**src/rtl/mtsp_conv_writeback.sv**
```systemverilog
// Writeback stage behind the MTSP FP<->INT conversion ALU.
// The stage carries destination tags alongside the ALU pipeline and joins each tag
// with its ALU result. It queues the results in a credit-guarded show-ahead FIFO
// and drains them to the register-file write port.
module mtsp_conv_writeback #(
    parameter int unsigned DATA_W  = 32,
    parameter int unsigned DST_W   = 6,
    parameter int unsigned LATENCY = 2,
    parameter int unsigned DEPTH   = 4
) (
    input  logic                     clk,
    input  logic                     rst,
    input  logic                     issue_en,
    input  logic                     issue_phase,
    input  logic [DST_W-1:0]         issue_dst,
    output logic                     issue_stall,
    input  logic [1:0]               phase_en,
    input  logic [DATA_W-1:0]        dout,
    output logic                     wb_valid,
    input  logic                     wb_ready,
    output logic                     wb_phase,
    output logic [DST_W-1:0]         wb_dst,
    output logic [DATA_W-1:0]        wb_data,
    output logic [$clog2(DEPTH):0]   fifo_level,
    output logic                     tag_err
);

    localparam int unsigned PTR_W = $clog2(DEPTH);
    localparam int unsigned LVL_W = PTR_W + 1;
    localparam int unsigned SUM_W = LVL_W + 1;

    // tag delay line
    logic [LATENCY-1:0] tag_v;
    logic [LATENCY-1:0] tag_ph;
    logic [DST_W-1:0]   tag_dst [LATENCY];
    logic [LATENCY-1:0] tag_v_nxt;
    logic [LATENCY-1:0] tag_ph_nxt;
    logic [DST_W-1:0]   tag_dst_nxt [LATENCY];

    // result FIFO storage and pointers
    logic [DATA_W-1:0]  mem_data [DEPTH];
    logic [DST_W-1:0]   mem_dst  [DEPTH];
    logic               mem_ph   [DEPTH];
    logic [PTR_W-1:0]   wr_ptr;
    logic [PTR_W-1:0]   rd_ptr;
    logic [PTR_W-1:0]   wr_ptr_nxt;
    logic [PTR_W-1:0]   rd_ptr_nxt;
    logic [LVL_W-1:0]   level_nxt;

    // join and control signals
    logic               last_v;
    logic               last_ph;
    logic [DST_W-1:0]   last_dst;
    logic [1:0]         exp_pe;
    logic               push;
    logic               pop;
    logic               full;
    logic               wr_en;
    logic               err_set;
    logic [SUM_W-1:0]   inflight_nxt;
    logic               stall_nxt;
    logic               head_ph_nxt;
    logic [DST_W-1:0]   head_dst_nxt;
    logic [DATA_W-1:0]  head_data_nxt;

    // Delay-line shift: stage 0 captures only credited issues
    always_comb begin
        tag_v_nxt      = '0;
        tag_ph_nxt     = '0;
        for (int i = 0; i < LATENCY; i++) begin
            tag_dst_nxt[i] = '0;
        end
        tag_v_nxt[0]   = issue_en & ~issue_stall;
        tag_ph_nxt[0]  = issue_phase;
        tag_dst_nxt[0] = issue_dst;
        for (int i = 1; i < LATENCY; i++) begin
            tag_v_nxt[i]   = tag_v[i-1];
            tag_ph_nxt[i]  = tag_ph[i-1];
            tag_dst_nxt[i] = tag_dst[i-1];
        end
    end

    // Join, FIFO bookkeeping, credit and next head contents
    always_comb begin
        last_v   = tag_v[LATENCY-1];
        last_ph  = tag_ph[LATENCY-1];
        last_dst = tag_dst[LATENCY-1];
        exp_pe   = last_ph ? 2'b10 : 2'b01;

        // a valid tag with any enable pushes; 2'b11 and wrong phase still keep the tag's phase
        push  = last_v & (phase_en != 2'b00);
        pop   = wb_valid & wb_ready;
        full  = (fifo_level == LVL_W'(DEPTH));
        wr_en = push & (~full | pop);

        err_set = (last_v ? (phase_en != exp_pe) : (phase_en != 2'b00))
                | (issue_en & issue_stall)
                | (push & full & ~pop);

        wr_ptr_nxt = wr_en ? wr_ptr + PTR_W'(1) : wr_ptr;
        rd_ptr_nxt = pop   ? rd_ptr + PTR_W'(1) : rd_ptr;

        level_nxt = fifo_level;
        case ({wr_en, pop})
            2'b10:   level_nxt = fifo_level + LVL_W'(1);
            2'b01:   level_nxt = fifo_level - LVL_W'(1);
            default: level_nxt = fifo_level;
        endcase

        inflight_nxt = '0;
        for (int i = 0; i < LATENCY; i++) begin
            inflight_nxt = inflight_nxt + SUM_W'(tag_v_nxt[i]);
        end
        // same-cycle pops are not credited: stall depends on registered state only
        stall_nxt = (SUM_W'(level_nxt) + inflight_nxt) >= SUM_W'(DEPTH);

        head_ph_nxt   = 1'b0;
        head_dst_nxt  = '0;
        head_data_nxt = '0;
        if (level_nxt != '0) begin
            if (wr_en && (wr_ptr == rd_ptr_nxt)) begin
                head_ph_nxt   = last_ph;
                head_dst_nxt  = last_dst;
                head_data_nxt = dout;
            end else begin
                head_ph_nxt   = mem_ph[rd_ptr_nxt];
                head_dst_nxt  = mem_dst[rd_ptr_nxt];
                head_data_nxt = mem_data[rd_ptr_nxt];
            end
        end
    end

    // FIFO storage write; contents are don't-care until referenced by a valid level
    always_ff @(posedge clk) begin
        if (wr_en) begin
            mem_data[wr_ptr] <= dout;
            mem_dst[wr_ptr]  <= last_dst;
            mem_ph[wr_ptr]   <= last_ph;
        end
    end

    // Control state and registered outputs
    always_ff @(posedge clk) begin
        if (rst) begin
            tag_v       <= '0;
            tag_ph      <= '0;
            for (int i = 0; i < LATENCY; i++) begin
                tag_dst[i] <= '0;
            end
            wr_ptr      <= '0;
            rd_ptr      <= '0;
            fifo_level  <= '0;
            issue_stall <= 1'b0;
            wb_valid    <= 1'b0;
            wb_phase    <= 1'b0;
            wb_dst      <= '0;
            wb_data     <= '0;
            tag_err     <= 1'b0;
        end else begin
            tag_v       <= tag_v_nxt;
            tag_ph      <= tag_ph_nxt;
            for (int i = 0; i < LATENCY; i++) begin
                tag_dst[i] <= tag_dst_nxt[i];
            end
            wr_ptr      <= wr_ptr_nxt;
            rd_ptr      <= rd_ptr_nxt;
            fifo_level  <= level_nxt;
            issue_stall <= stall_nxt;
            wb_valid    <= (level_nxt != '0);
            wb_phase    <= head_ph_nxt;
            wb_dst      <= head_dst_nxt;
            wb_data     <= head_data_nxt;
            tag_err     <= tag_err | err_set;
        end
    end

endmodule

```
**config.mk**
```make
export PLATFORM = sky130hd
export DESIGN_NAME = mtsp_conv_writeback
export DESIGN_NICKNAME = d
export VERILOG_FILES = /design/src/rtl/mtsp_conv_writeback.sv
export SDC_FILE = /design/constraint.sdc
export NUM_CORES = 1
export LEC_CHECK = 0
export ABC_AREA = 1
export BUFFER_PORTS_ARGS = -buffer_cell sky130_fd_sc_hd__buf_4
export CORE_MARGIN = 5
export CORE_UTILIZATION = 45
export CTS_BUF_LIST = sky130_fd_sc_hd__clkbuf_8 sky130_fd_sc_hd__clkbuf_16
export CTS_CLUSTER_DIAMETER = 80
export DETAILED_ROUTE_END_ITERATION = 10
export GPL_TIMING_DRIVEN = 0
export PLACE_DENSITY = 0.63
export REMOVE_ABC_BUFFERS = 1
export SYNTH_ARGS = -nofsm -noshare
export SYNTH_HDL_FRONTEND = slang
export SYNTH_SLANG_ARGS = --single-unit
export TNS_END_PERCENT = 50
```
**constraint.sdc**
```tcl
create_clock -name clk -period 2.6 [get_ports clk]
set_input_delay 0.13 -clock clk [delete_from_list [all_inputs] [get_ports clk]]
set_output_delay 0.13 -clock clk [all_outputs]
set_load 0.005 [all_outputs]
```
Word-level counts from Yosys, hierarchy flattened --
Memory sizes are Yosys's and may differ from the RTL's. A register that Yosys moved wholly into a read port is not among the register bits. Cells that the tools add are included.
Storage, ports and cells: latch bits 0, output and inout port bits 45, bits in registers 14, logic and storage cells 54, input bits 45, memory bits (read-only) 0, memories kept 4, bits in writable memories 168
Memory list:
- mem_data | words 4, bits a word 32, read ports 1, clocked after memory_dff 1, write ports 1, line 41 | logic [DATA_W-1:0] mem_data [DEPTH];
- mem_dst | words 4, bits a word 6, read ports 1, clocked after memory_dff 1, write ports 1, line 42 | logic [DST_W-1:0] mem_dst [DEPTH];
- tag_dst | words 2, bits a word 6, read ports 2, clocked after memory_dff 0, write ports 2, line 35 | logic [DST_W-1:0] tag_dst [LATENCY];
- mem_ph | words 4, bits a word 1, read ports 1, clocked after memory_dff 1, write ports 1, line 43 | logic mem_ph [DEPTH];
Operators by class: shift operators 0, equality and inequality tests 4, $mul 0, bitwise logic cells 17, reduce and logical (&&, ||, !) cells 3, divide/modulo/power cells 0, $lt $le $gt $ge 1, $add $sub $neg 6, mux-type cells 11
Operators with widths (number):
- 2-to-1 mux 6 bit | 2
- bitwise AND 1 bit | 7
- 2-to-1 mux 1 bit | 6
- OR 1 bit | 6
- one-hot mux 3 bit (2 select lines) | 1
- adder 2 x 1 -> 2 bit (second input constant) | 2
- adder 3 x 2 -> 4 bit | 1
- greater-or-equal comparator 4 x 3 -> 1 bit (second input constant) | 1
- 2-to-1 mux 2 bit | 2
- inverter 1 bit | 4
- adder 3 x 1 -> 3 bit (second input constant) | 1
- equality test 3 bit (second input constant) | 1
- nonzero test 3 bit | 1
- subtractor 3 x 1 -> 3 bit (second input constant) | 1
- adder 1 x 1 -> 2 bit | 1
- equality test 2 x 1 -> 1 bit (second input constant) | 1
- equality test 2 bit (second input constant) | 1
- != test 2 bit | 1
- nonzero test 2 bit | 1
- OR reduction 2 bit | 1

Logic depth before layout (Yosys ltp) --
depth in word-level cells 9, mapped depth 13, gate-level depth less buffers 11

Least setup slack after synthesis --
Ideal clock, no wire load.
kind reg-to-reg, start reg wb_valid, end mem mem_data[0][0], enable pin, library setup time 435 ps, buffers on the path 0, stages on the path, launching flop included 5, setup slack -211 ps, arrival time 2376 ps, required time 2165 ps, period minus slack after synthesis 2811 ps, path through dfxtp_1 -> nand2_2 -> nand3_1 -> nand2_2 -> nor2_1
On the way: longest elaborated chain between the ends 5
RTL lines:
- start: declaration | line 19 | output logic wb_valid,
- start signal: assignment | line 169 | wb_valid <= (level_nxt != '0);
- bitwise AND 1 bit | line 92 | pop = wb_valid & wb_ready;
- OR 1 bit | line 94 | wr_en = push & (~full | pop);
- bitwise AND 1 bit | line 94
- 2-to-1 mux 1 bit | line 135 | if (wr_en) begin
- 2-to-1 mux 1 bit (implied by the code) | line 136 | mem_data[wr_ptr] <= dout;
- end: declaration | line 41
No other way between the ends.

Final worst setup path --
start reg rd_ptr[0], end reg wb_data[9], read port of mem_data
On the way: longest elaborated chain between the ends 2
RTL lines:
- start: declaration | line 45 | logic [PTR_W-1:0] rd_ptr;
- start signal: assignment | line 166 | rd_ptr <= rd_ptr_nxt;
- adder 2 x 1 -> 2 bit | line 101 | rd_ptr_nxt = pop ? rd_ptr + PTR_W'(1) : rd_ptr;
- 2-to-1 mux 2 bit * | line 101
- end: declaration | line 23 | output logic [DATA_W-1:0] wb_data,
Every way passes the cells marked *; elsewhere a longest branch is shown, timed or not. A chain may end at the register's enable or synchronous reset.

==> results.sh <==
export IMPL_vdd_ir_drop_max_v=0.000630
export IMPL_final_min_clock_period_ns=2.45
export IMPL_yosysSeqAreaShare_pct=66.6
export IMPL_synth_edf_count=156
export IMPL_fp_row_count=51
export IMPL_synth_top_area_cell="edfxtp_1"
export IMPL_crit_type="register to register"
export IMPL_fin_cells=1350
export IMPL_grtUsageTotal_pct=18.3
export IMPL_worstPathArrival_ns=2.86
export IMPL_async_flop_share_pct=0
export IMPL_synth_ff_type="edfxtp_1"
export IMPL_fmax_mhz=409
export IMPL_h_tree_depth=1
export IMPL_multi_input_area_um2=2630
export IMPL_fillers=1675
export IMPL_synth_cell_types=24
export IMPL_finalHoldViolCount=0
export IMPL_grt_overflow_total=0
export IMPL_detail_route_antenna_nets=0
export IMPL_drc=0
export IMPL_die_y_um=151
export IMPL_hp_class="input pin to register"
export IMPL_synth_area_leaders="edfxtp_1 (52%), nand2_1 (15%), dfxtp_1 (14%), nand3_1 (7.0%), inv_1 (3.2%)"
export IMPL_synth_top_area_share_pct=52.1
export IMPL_nets=1120
export IMPL_power_density_nw_per_um2=906
export IMPL_skew_ns=0.00804
export IMPL_seqCellArea_um2=5990
export IMPL_synth_area_per_cell_um2=9.59
export IMPL_leakagePower_nw=5.13
export IMPL_syn_cell_area_um2=8980
export IMPL_dpl_instance_area_um2=10100
export IMPL_rsz0062_at_grt="false"
export IMPL_initial_core_util_pct=45.9
export IMPL_cts_tree="done"
export IMPL_cts_buffers=23
export IMPL_routed_wl_um=21100
export IMPL_core_um2=19600
export IMPL_max_cap_violations=0
export IMPL_worstSkewPairLatency_ns=0.50
export IMPL_cts_root_buf="clkbuf_16"
export IMPL_grt_max_degree=70
export IMPL_first_pass_iters=5
export IMPL_dp_cells=1251
export IMPL_die_area_um2=22900
export IMPL_fin_area_um2=11400
export IMPL_die_w_um=151
export IMPL_cts_sinks=221
export IMPL_setup_tns_ns=0
export IMPL_synthCells=937
export IMPL_setup_viol=0
export IMPL_place_gp_congestion=0.727
export IMPL_crit_required_ns=3.02
export IMPL_path_clk_slew_ns=0.06
export IMPL_diodes=0
export IMPL_areaGrowthSynthToFinish_pct=27.4
export IMPL_ys_seq_elements=221
export IMPL_slew_headroom_pct=41.4
export IMPL_cp_max_fo=27
export IMPL_drt_initial_drc_count=430
export IMPL_ys_warn_count=0
export IMPL_cts_buffer_depth=3
export IMPL_antenna_found_initial=0
export IMPL_cp_end_kind="register"
export IMPL_via_per_inst=4.83
export IMPL_maxSlewViolCount=0
export IMPL_post_route_period_util_pct=94.1
export IMPL_power_mw=10.4
export IMPL_start_kind="register"
export IMPL_port_buffers=89
export IMPL_grt_pass1_vias=6207
export IMPL_dp_hpwl_um=11100
export IMPL_status="completed"
export IMPL_tightest_slew_ns=0.876
export IMPL_drive_gt1_share_pct=14.3
export IMPL_drt_wirelength_per_cell_um=15.6
export IMPL_num_vias=6519
export IMPL_grt_pass1_wl_um=32800
export IMPL_ios=90
## critical path, cell delays in order, from the launching register on
cell and delay, ns:
dfxtp_1 0.44, clkinvlp_4 0.30, nand2_8 0.29, nand2_8 0.17
nand2_1 0.15, a21oi_4 0.08, buf_12 0.19, nand2_8 0.19
buf_16 0.20, nand2_1 0.06, nand2_1 0.05, inv_1 0.04
nor2_1 0.15
## stage by stage
step	hold slack, ns	worst slack [ns]	utilization, %
final	0.115	0.155	58.4
after global routing	0.155	0.0299	58.4
after CTS	0.0907	0.00454	58.1
after detailed placement	0.337	-1.57	51.3
after global placement	0.328	-6.11	49.8
after floorplan	0.201	-2.19	-
## kinds of logic after synthesis
logic type / synth area share [%]
AND/OR/NAND/NOR: 25.7
flip-flops: 66.6
buffers and inverters: 5.89
AO/OA/AOI/OAI: 0.850
adder cells (fa/ha/maj): 0.919
## cells in the final DEF, fill, tap and decap left out, drive strengths merged
| master | count |
|---|---|
| o21ai | 5 |
| inv | 87 |
| clkbuf | 27 |
| nand3 | 127 |
| ha | 5 |
| fa | 1 |
| edfxtp | 156 |
| nand2 | 374 |
| o22ai | 1 |
| clkinvlp | 1 |
| bufinv | 2 |
| nor3 | 1 |
| a21oi | 5 |
| clkinv | 4 |
| nor2 | 69 |
| a221oi | 1 |
| dfxtp | 65 |
| dlygate4sd3 | 50 |
| o211ai | 1 |
| nand4 | 1 |
| buf | 102 |
## sequential cells by signal, indices dropped and copies added (netlist names), 3 cells and up
signal and count:
mem_data 128, wb_data 32, mem_dst 24, tag_dst 12, wb_dst 6, mem_ph 4, fifo_level 3
## cell type report
class	count	share of cell area, %
tap	265	2.90
timing repair buffer	153	12.8
sequential	221	52.3
inverter	79	2.67
multi-input combinational	591	22.9
clock buffer	26	5.39
clock inverter	15	0.984
## worst paths after layout
| kind | slack [ns] | end | startpoint | depth (start not counted) |
|---|---|---|---|---|
| worst min-delay path | 0.11 | tag_err | phase_en[1] | 7 |
| worst max register to register | 0.15 | wb_data[9] | rd_ptr[0] | 12 |
| worst max-delay path | 0.15 | wb_data[9] | rd_ptr[0] | 12 |
| worst min register to register | 0.40 | tag_dst[0][11] | tag_dst[0][5] | 2 |
## cells in the mapped netlist, types with 4 or more instances
cell type	number
inv_1	77
nand3_1	126
buf_2	18
ha_1	5
edfxtp_1	156
buf_1	8
nand2_1	366
nand2_2	4
dfxtp_1	65
o21ai_0	5
nor2_1	69
a21oi_1	4
clkbuf_1	18
buf_4	6
## where the power goes
group | switching [mW] | internal [mW] | total (mW)
Clock | 1.27 | 1.88 | 3.15
Sequential | 0.133 | 4.12 | 4.25
Combinational | 1.80 | 1.17 | 2.97
Total | 3.20 | 7.17 | 10.4
## metal layers
metal	vias up	share of wire (%)	GRT usage, %
met3	23	5.1	2.99
met4	0	1.4	3.99
met1	3045	45	25.0
li1	3286	-	-
met2	165	48	31.1
met5	-	0	0
## repair_timing
action / CTS / global route
hold endpoints to repair: 165 / 0
pin swaps: 4 / 3
hold buffers: 50 / 0
endpoints found under the setup margin: 39 / 28
gates cloned: 3 / 2
gates resized for setup: 7 / 2
buffers inserted: 2 / 1
No activity file was read; power rests on OpenSTA's default activity.
